`src/rtl/matmul_pkg.sv`:
```
// Shared constants, FSM state type and element-index helper for the
// sequential 3x3 matrix multiplier.
package matmul_pkg;

    localparam int DIM    = 3;
    localparam int NELEM  = DIM * DIM;
    localparam int DATA_W = 8;
    // 3*255*255 = 195075 needs 18 bits, so the accumulator never overflows.
    localparam int ACC_W  = 2 * DATA_W + 2;

    typedef enum logic [1:0] {
        IDLE    = 2'd0,
        COMPUTE = 2'd1,
        FINISH  = 2'd2
    } state_t;

    function automatic logic [3:0] idx(input logic [1:0] r, input logic [1:0] c);
        return 4'(r) * 4'd3 + 4'(c);
    endfunction

endpackage

```
`src/rtl/matmul3x3_seq_if.sv`:
```
// Handshake and matrix buses between the scan loader side and the multiplier.
interface matmul3x3_seq_if;
    import matmul_pkg::*;

    logic                     scan_enable;
    logic                     start;
    logic [NELEM*DATA_W-1:0]  A_in;
    logic [NELEM*DATA_W-1:0]  B_in;
    logic                     busy;
    logic                     done;
    logic                     C_valid;
    logic [NELEM*ACC_W-1:0]   C_out;

    modport master (
        output scan_enable, start, A_in, B_in,
        input  busy, done, C_valid, C_out
    );

    modport slave (
        input  scan_enable, start, A_in, B_in,
        output busy, done, C_valid, C_out
    );

endinterface

```
`src/rtl/mat_mac.sv`:
```
// One unsigned multiply-accumulate step; clr_i starts a fresh dot product.
module mat_mac
    import matmul_pkg::*;
(
    input  logic [DATA_W-1:0] a_i,
    input  logic [DATA_W-1:0] b_i,
    input  logic [ACC_W-1:0]  acc_i,
    input  logic              clr_i,
    output logic [ACC_W-1:0]  acc_o
);

    logic [2*DATA_W-1:0] prod;

    assign prod  = a_i * b_i;
    assign acc_o = (clr_i ? '0 : acc_i) + ACC_W'(prod);

endmodule

```
`src/rtl/matmul3x3_seq.sv`:
```
// Sequential 3x3 unsigned matrix multiplier: one MAC per cycle, 27 cycles per
// product, result held on C_out with C_valid until the next accepted start.
module matmul3x3_seq
    import matmul_pkg::*;
(
    input logic             Clock,
    input logic             reset,
    matmul3x3_seq_if.slave  bus
);

    state_t              state_q, state_d;
    logic                busy_q, busy_d;
    logic                done_q, done_d;
    logic                cvalid_q, cvalid_d;
    logic                load, mac_en, last_mac;

    logic [DATA_W-1:0]   a_q [NELEM];
    logic [DATA_W-1:0]   b_q [NELEM];
    logic [ACC_W-1:0]    c_q [NELEM];
    logic [ACC_W-1:0]    acc_q;
    logic [ACC_W-1:0]    mac_acc;
    logic [1:0]          i_q, j_q, k_q;
    logic [3:0]          a_sel, b_sel, c_sel;

    assign a_sel    = idx(i_q, k_q);
    assign b_sel    = idx(k_q, j_q);
    assign c_sel    = idx(i_q, j_q);
    assign last_mac = (i_q == 2'd2) && (j_q == 2'd2) && (k_q == 2'd2);

    mat_mac u_mac (
        .a_i   (a_q[a_sel]),
        .b_i   (b_q[b_sel]),
        .acc_i (acc_q),
        .clr_i (k_q == 2'd0),
        .acc_o (mac_acc)
    );

    always_ff @(posedge Clock or posedge reset) begin
        if (reset) begin
            state_q  <= IDLE;
            busy_q   <= 1'b0;
            done_q   <= 1'b0;
            cvalid_q <= 1'b0;
        end else begin
            state_q  <= state_d;
            busy_q   <= busy_d;
            done_q   <= done_d;
            cvalid_q <= cvalid_d;
        end
    end

    always_comb begin
        state_d  = state_q;
        busy_d   = busy_q;
        done_d   = 1'b0;
        cvalid_d = cvalid_q;
        load     = 1'b0;
        mac_en   = 1'b0;
        case (state_q)
            IDLE: begin
                if (bus.start && !bus.scan_enable) begin
                    state_d  = COMPUTE;
                    busy_d   = 1'b1;
                    cvalid_d = 1'b0;
                    load     = 1'b1;
                end
            end
            COMPUTE: begin
                mac_en = 1'b1;
                if (last_mac) begin
                    state_d  = FINISH;
                    busy_d   = 1'b0;
                    done_d   = 1'b1;
                    cvalid_d = 1'b1;
                end
            end
            FINISH: state_d = IDLE;
            default: state_d = IDLE;
        endcase
    end

    // Operands are captured once at start so later bus changes cannot leak in.
    always_ff @(posedge Clock or posedge reset) begin
        if (reset) begin
            for (int e = 0; e < NELEM; e++) begin
                a_q[e] <= '0;
                b_q[e] <= '0;
                c_q[e] <= '0;
            end
            acc_q <= '0;
            i_q   <= '0;
            j_q   <= '0;
            k_q   <= '0;
        end else if (load) begin
            for (int e = 0; e < NELEM; e++) begin
                a_q[e] <= bus.A_in[DATA_W*e +: DATA_W];
                b_q[e] <= bus.B_in[DATA_W*e +: DATA_W];
                c_q[e] <= '0;
            end
            acc_q <= '0;
            i_q   <= '0;
            j_q   <= '0;
            k_q   <= '0;
        end else if (mac_en) begin
            acc_q <= mac_acc;
            if (k_q == 2'd2) begin
                c_q[c_sel] <= mac_acc;
                k_q        <= '0;
                if (j_q == 2'd2) begin
                    j_q <= '0;
                    i_q <= (i_q == 2'd2) ? 2'd0 : i_q + 2'd1;
                end else begin
                    j_q <= j_q + 2'd1;
                end
            end else begin
                k_q <= k_q + 2'd1;
            end
        end
    end

    assign bus.busy    = busy_q;
    assign bus.done    = done_q;
    assign bus.C_valid = cvalid_q;

    for (genvar e = 0; e < NELEM; e++) begin : g_cout
        assign bus.C_out[ACC_W*e +: ACC_W] = c_q[e];
    end

endmodule

```
`src/flat_wrapper.sv`:
```
// flat-port wrapper written by rule: the top's interface ports become plain ports
module matmul3x3_seq_flat import matmul_pkg::*;
  (Clock, reset, bus_scan_enable, bus_start, bus_A_in, bus_B_in, bus_busy, bus_done, bus_C_valid, bus_C_out);
  matmul3x3_seq_if bus_i ();
  input logic Clock;
  input logic reset;
  input wire logic [$bits(bus_i.scan_enable)-1:0] bus_scan_enable;
  input wire logic [$bits(bus_i.start)-1:0] bus_start;
  input wire logic [$bits(bus_i.A_in)-1:0] bus_A_in;
  input wire logic [$bits(bus_i.B_in)-1:0] bus_B_in;
  output wire logic [$bits(bus_i.busy)-1:0] bus_busy;
  output wire logic [$bits(bus_i.done)-1:0] bus_done;
  output wire logic [$bits(bus_i.C_valid)-1:0] bus_C_valid;
  output wire logic [$bits(bus_i.C_out)-1:0] bus_C_out;
  assign bus_i.scan_enable = bus_scan_enable;
  assign bus_i.start = bus_start;
  assign bus_i.A_in = bus_A_in;
  assign bus_i.B_in = bus_B_in;
  assign bus_busy = bus_i.busy;
  assign bus_done = bus_i.done;
  assign bus_C_valid = bus_i.C_valid;
  assign bus_C_out = bus_i.C_out;
  matmul3x3_seq u_core (.Clock(Clock), .reset(reset), .bus(bus_i));
endmodule
```
`config.mk`:
```
export PLATFORM = sky130hd
export DESIGN_NAME = matmul3x3_seq_flat
export DESIGN_NICKNAME = d
export VERILOG_FILES = /design/src/rtl/matmul_pkg.sv /design/src/rtl/matmul3x3_seq_if.sv /design/src/rtl/mat_mac.sv /design/src/rtl/matmul3x3_seq.sv /design/src/flat_wrapper.sv
export SDC_FILE = /design/constraint.sdc
export NUM_CORES = 1
export LEC_CHECK = 0
export CORE_ASPECT_RATIO = 0.6
export CORE_UTILIZATION = 57
export DETAILED_ROUTE_END_ITERATION = 6
export GPL_TIMING_DRIVEN = 0
export HOLD_SLACK_MARGIN = 0.02
export PLACE_DENSITY = 0.86
export SLEW_MARGIN = 30
export SYNTH_ARGS = -nofsm -noshare
export SYNTH_HDL_FRONTEND = slang
export SYNTH_SLANG_ARGS = --single-unit
export TNS_END_PERCENT = 10
```
`constraint.sdc`:
```
create_clock -name Clock -period 18.1 [get_ports Clock]
set_clock_uncertainty 0.1 [all_clocks]
set_input_delay 1.81 -clock Clock [delete_from_list [all_inputs] [get_ports Clock]]
set_output_delay 1.81 -clock Clock [all_outputs]
set_load 0.02 [all_outputs]
```
* After elaboration in Yosys (flattened, before gate mapping) *
Index checks and enable logic that the tools add are counted.

storage, ports and cells
  register bits after elaboration = 335
  latch bits = 0
  RAM bits = 0
  bits in read-only memories = 0
  bits of input ports = 148
  output and inout port bits = 165
  logic and storage cells = 114
  memories kept = 0

cells by class
  add/sub/neg operators = 7
  multipliers = 3
  div/mod/pow operators = 0
  magnitude comparators = 4
  equality and inequality tests = 6
  shift operators = 0
  muxes and demuxes = 41
  bitwise gates (word level) = 3
  reduce and logical (&&, ||, !) cells = 15

operators by type and width
  cell                                                         number
  two-way mux 162 bit                                          3
  bitwise mux 162 bit                                          1
  demux 18 bit (select 4 bit)                                  1
  two-way mux 18 bit                                           4
  binary-select mux 8 bit (select 4 bit)                       2
  two-way mux 8 bit                                            4
  two-way mux 2 bit                                            14
  adder 18 x 16 -> 18 bit                                      1
  multiplier 8 x 8 -> 16 bit                                   1
  >= comparator 5 bit (second input constant)                  3
  NOT 4 -> 5 bit                                               3
  adder 4 x 2 -> 4 bit                                         3
  two-way mux 1 bit                                            9
  multiplier 2 x 2 -> 4 bit (second input constant)            2
  nonzero test 2 bit                                           4
  adder 2 x 1 -> 2 bit (second input constant)                 3
  == test 2 bit (second input constant)                        3
  AND reduction 3 bit                                          2
  less-than comparator 5 x 1 -> 1 bit (second input constant)  1
  logical AND 1 bit                                            4
  logical NOT 2 bit                                            2
  inequality test 2 x 1 -> 1 bit (second input constant)       2
  case mux 1 bit (2 select lines)                              2
  case mux 2 bit (2 select lines)                              1
  other kinds (3)                                              4

* Depth between registers and ports, before layout *
  depth in word-level cells = 12
  mapped depth = 28
  depth with buffers taken out = 27

* Modules after synthesis *
Synthesis repeated with hierarchy kept, for this count alone.

second synthesis, totals
  cells, all modules = 1,827
  area, all modules = 18,064.8 um2

by module, submodules not included
  module         instances  cells an instance  area an instance (um2)  seq. area each (um2)
  matmul3x3_seq  1          1,504              15,371.0                8,383.0
  mat_mac        1          323                2,693.8                 0.0

* Least setup slack after synthesis *
No wires, ideal clock.

  kind = reg-to-reg
  start = reg u_core.k_q[1]
  end = reg u_core.c_q (netlist bit u_core.bus.C_out[53])
  setup time = 0.152 ns
  arrival time = 6.750 ns
  data required time = 17.848 ns
  path slack = 11.098 ns
  cell stages (with the launch flop) = 26
  path buffers = 1
  clock period less this slack = 7.002 ns
  cells stage by stage = dfrtp_1 > inv_1 > fa_1 > inv_1 > ha_1 > fa_1 > clkbuf_1 > nor2_1 > nand2_1 > nor2_1 > a21oi_1 > or2_2 > fa_1 > fa_1 > inv_1 > fa_1 > inv_1 > fa_1 > inv_1 > ha_1 > nand4_1 > a2111oi_2 > nor2_1 > o31ai_2 > xnor2_1 > mux2i_1

between the ends
  longest elaborated chain between the ends = 12
  elaborated cells on any way between the ends = 22
  classes of those cells = add/sub: 3; mul: 2; eq/ne: 1; mux: 11; bitwise: 2; reduce/logical: 3

ends and longest elaborated chain
  what                                                  RTL line              RTL
  start: declaration                                    matmul3x3_seq.sv:22   logic [1:0] i_q, j_q, k_q;
  start signal: assignment                              matmul3x3_seq.sv:116  k_q <= k_q + 2'd1;
  multiplier 2 x 2 -> 4 bit                             matmul_pkg.sv:18      return 4'(r) * 4'd3 + 4'(c);
  adder 4 x 2 -> 4 bit                                  matmul_pkg.sv:18
  NOT 4 -> 5 bit (implied by the code)                  matmul3x3_seq.sv:32   .b_i (b_q[b_sel]),
  binary-select mux 8 bit (select 4 bit)                matmul3x3_seq.sv:32
  two-way mux 8 bit (implied by the code) (2 in a row)  matmul3x3_seq.sv:32
  multiplier 8 x 8 -> 16 bit                            mat_mac.sv:14         assign prod = a_i * b_i;
  adder 18 x 16 -> 18 bit                               mat_mac.sv:15         assign acc_o = (clr_i ? '0 : acc_i) + ACC_W'(prod);
  bitwise mux 162 bit                                   matmul3x3_seq.sv:107  c_q[c_sel] <= mac_acc;
  two-way mux 162 bit                                   matmul3x3_seq.sv:106  if (k_q == 2'd2) begin
  two-way mux 162 bit                                   matmul3x3_seq.sv:104  end else if (mac_en) begin
  two-way mux 162 bit                                   matmul3x3_seq.sv:94   end else if (load) begin
  end signal: indexed assignment                        matmul3x3_seq.sv:107
  end: declaration                                      matmul3x3_seq.sv:19   logic [ACC_W-1:0] c_q [NELEM];

Several ways; a longest one is shown, not always the timed one. The select of a mux whose other input is x is not followed.
A chain may end at the register's enable or synchronous reset.

* Worst setup path in the final report *
  start = reg u_core.k_q[1]
  end = reg u_core.c_q (netlist bit u_core.bus.C_out[65])

Same word-level chain as after synthesis.

==> impl_metrics.csv <==
group,metric,value,unit
cells_and_area,diodes,0,
sta,slew_headroom,0.310,
sta,hold_viol,0,
die,fp.dieH,136,µm
cts,root_buffer,"clkbuf_16",
routing,avgRoutedWirePerCell,20.6,µm
cells_and_area,fill_cells,2030,
critical_path,path_buf_inv,8,
sta,timing.fmax,113,MHz
cts,holdBufCountCts,0,
synthesis,syn_area_per_cell,9.62,µm²
sta,tightest_slew,1.03,ns
routing,via_count,14486,
die,core_area,0.0291,mm²
routing,drc_errors,0,
cts,clock_sinks,335,
synthesis,synth_edf_count,0,
sta,fin_crit_sh,0.487,
synthesis,syn_area,0.0171,mm²
sta,finalSetupViolCount,0,
routing,drt_wl_total,52400,µm
global_route,grt_max_degree,95,
cells_and_area,layout_common_cells,"595 x nand2_1, 335 x dfrtp_1, 312 x clkdlybuf4s50_1",
die,row_count,48,
routing,vias_per_cell,5.70,
synthesis,synth_cells,1773,
global_route,overflow,0,
routing,drt_iter0_drc,1467,
cts,clock_latency,0.58,ns
cells_and_area,drive_gt1_frac,0.0719,
cts,cts_tree,"yes",
synthesis,ys.flop_type,"dfrtp_1",
critical_path,worst-setup-path-type,"reg -> reg",
global_route,grt_pass1_vias,14792,
cells_and_area,fin_util,0.750,
cts,cts.reportedPaths.clkPinSlew,0.07,ns
place,place.port_buffers,312,
place,hpwlAfterDp,38800,µm
routing,final_antenna_net_count,0,
place,gp_congestion,0.924,
sta,slew_viol_final,0,
synthesis,synth.distinct_cells,63,
die,pin_count,313,
hold_path,hold_path.class,"reg -> reg",
die,dieArea,0.0307,mm²
critical_path,worst-path-max-fanout,10,
cells_and_area,fin_nets,2376,
sta,worst_hold_slack,0.374,ns
cts,cts_setup_buffers,0,
synthesis,syn-num-nets,2029,
global_route,grt_pass1_wl,81400,µm
critical_path,cp-start-kind,"flip-flop",
run,drv_cap,0,
routing,dr.pass1.iters,6,
die,die_w,225,µm
cts,cts_resized,0,
critical_path,worstSetupEndpointType,"flip-flop",
global_route,antenna_found_initial,0,
cells_and_area,mostFrequentLayoutCell,"nand2_1",
sta,layout_min_cycle_time,8.81,ns
critical_path,crit_family,"adder cells",
critical_path,crit_required,18.47,ns
critical_path,ff2ff_setup_slack,9.29,ns
synthesis,yosysWarnings,0,
die,start_util,0.587,
cts,ctsLongestPathBuffers,3,
cts,cts_buffers,30,
global_route,grtUsageTotal,0.350,
sta,rsz0062_at_grt,"false",
critical_path,max_stage_delay,0.81,ns
critical_path,slowest_stage,"xnor2_1",
synthesis,ys_ff_latch,335,
run_status,status,"complete, no violations",
sta,setup_tns,0,ns
synthesis,synthArstFlopShare,1.00,
cells_and_area,syn_to_final_growth,27.8,%
critical_path,crit_arrival,9.19,ns
critical_path,cpMostUsedCell,"inv_1",
synthesis,ys_seq_area_frac,0.491,
cts,htree_levels,1,
==> metrics by stage <==
| stage | instance area, µm² | worst slack (ns) | std cells |
|---|---|---|---|
| finish | 21800 | 9.29 | 2543 |
| global route | 21800 | 8.92 | 2543 |
| CTS | 21800 | 9.38 | 2543 |
| detailed placement | 20800 | 9.44 | 2488 |
| global placement | 20700 | 3.37 | 2485 |
| floorplan | 17100 | 6.91 | 1773 |
==> synth_stat cells, types with 32 or more instances <==
master,number,area [µm²]
ha_1,54,676
o21ai_0,84,420
a21oi_1,69,345
nand2b_1,32,200
clkbuf_1,54,203
nand2_1,595,2230
nor2_1,96,360
mux4_2,32,721
dfrtp_1,335,8380
nand3_1,49,245
fa_1,54,1080
inv_1,100,375
==> final cells by class <==
| type | instances | area (µm²) | area share |
|---|---|---|---|
| tap | 400 | 500 | 0.0230 |
| multi-input combinational | 1258 | 8000 | 0.367 |
| clock inverter | 11 | 82.6 | 0.00379 |
| buffer | 80 | 345 | 0.0158 |
| sequential | 335 | 8380 | 0.385 |
| inverter | 100 | 383 | 0.0176 |
| timing repair buffer | 315 | 3210 | 0.147 |
| clock buffer | 44 | 905 | 0.0415 |
==> path summary, 6_finish.rpt <==
path | start | end | cells after the start
max | u_core.k_q[1] | u_core.bus.C_out[65] | 26
min | u_core.a_q[30] | u_core.a_q[30] | 2
max reg2reg | u_core.k_q[1] | u_core.bus.C_out[65] | 26
min reg2reg | u_core.a_q[30] | u_core.a_q[30] | 2
max in group asynchronous | reset | u_core.bus.C_out[115] | 4
min in group asynchronous | reset | u_core.a_q[48] | 2
==> kinds of logic after synthesis <==
kind of cell | count (synthesis) | share of synthesized area
flops | 335 | 0.491
mux | 66 | 0.0628
buf+inv | 180 | 0.0422
xor+xnor | 17 | 0.00961
compound gates | 239 | 0.0884
simple gates | 828 | 0.203
fa+ha+maj | 108 | 0.103
==> flip-flops by register name, indices dropped and copies added (netlist names) <==
name / cells
u_core.bus.C_out: 162
u_core.a_q: 72
u_core.b_q: 72
u_core.acc_q: 18
u_core.i_q: 2
u_core.j_q: 2
u_core.k_q: 2
u_core.state_q: 2
u_core.bus.C_valid: 1
u_core.bus.busy: 1
u_core.bus.done: 1
==> worst min-delay path, stage by stage (launching register included) <==
cell     delay (ns)
dfrtp_1        0.34
nand2_1        0.05
nand2_1        0.05
==> routing by layer <==
layer / vias to the layer above / track usage / share of wire
li1: 6467 / - / -
met1: 7219 / 0.506 / 0.43
met2: 726 / 0.522 / 0.44
met3: 74 / 0.108 / 0.11
met4: 0 / 0.0756 / 0.017
met5: - / 0 / 0
Power is not shown: default switching activity piles up to over one toggle a cycle in this logic, so the estimate is an artifact.
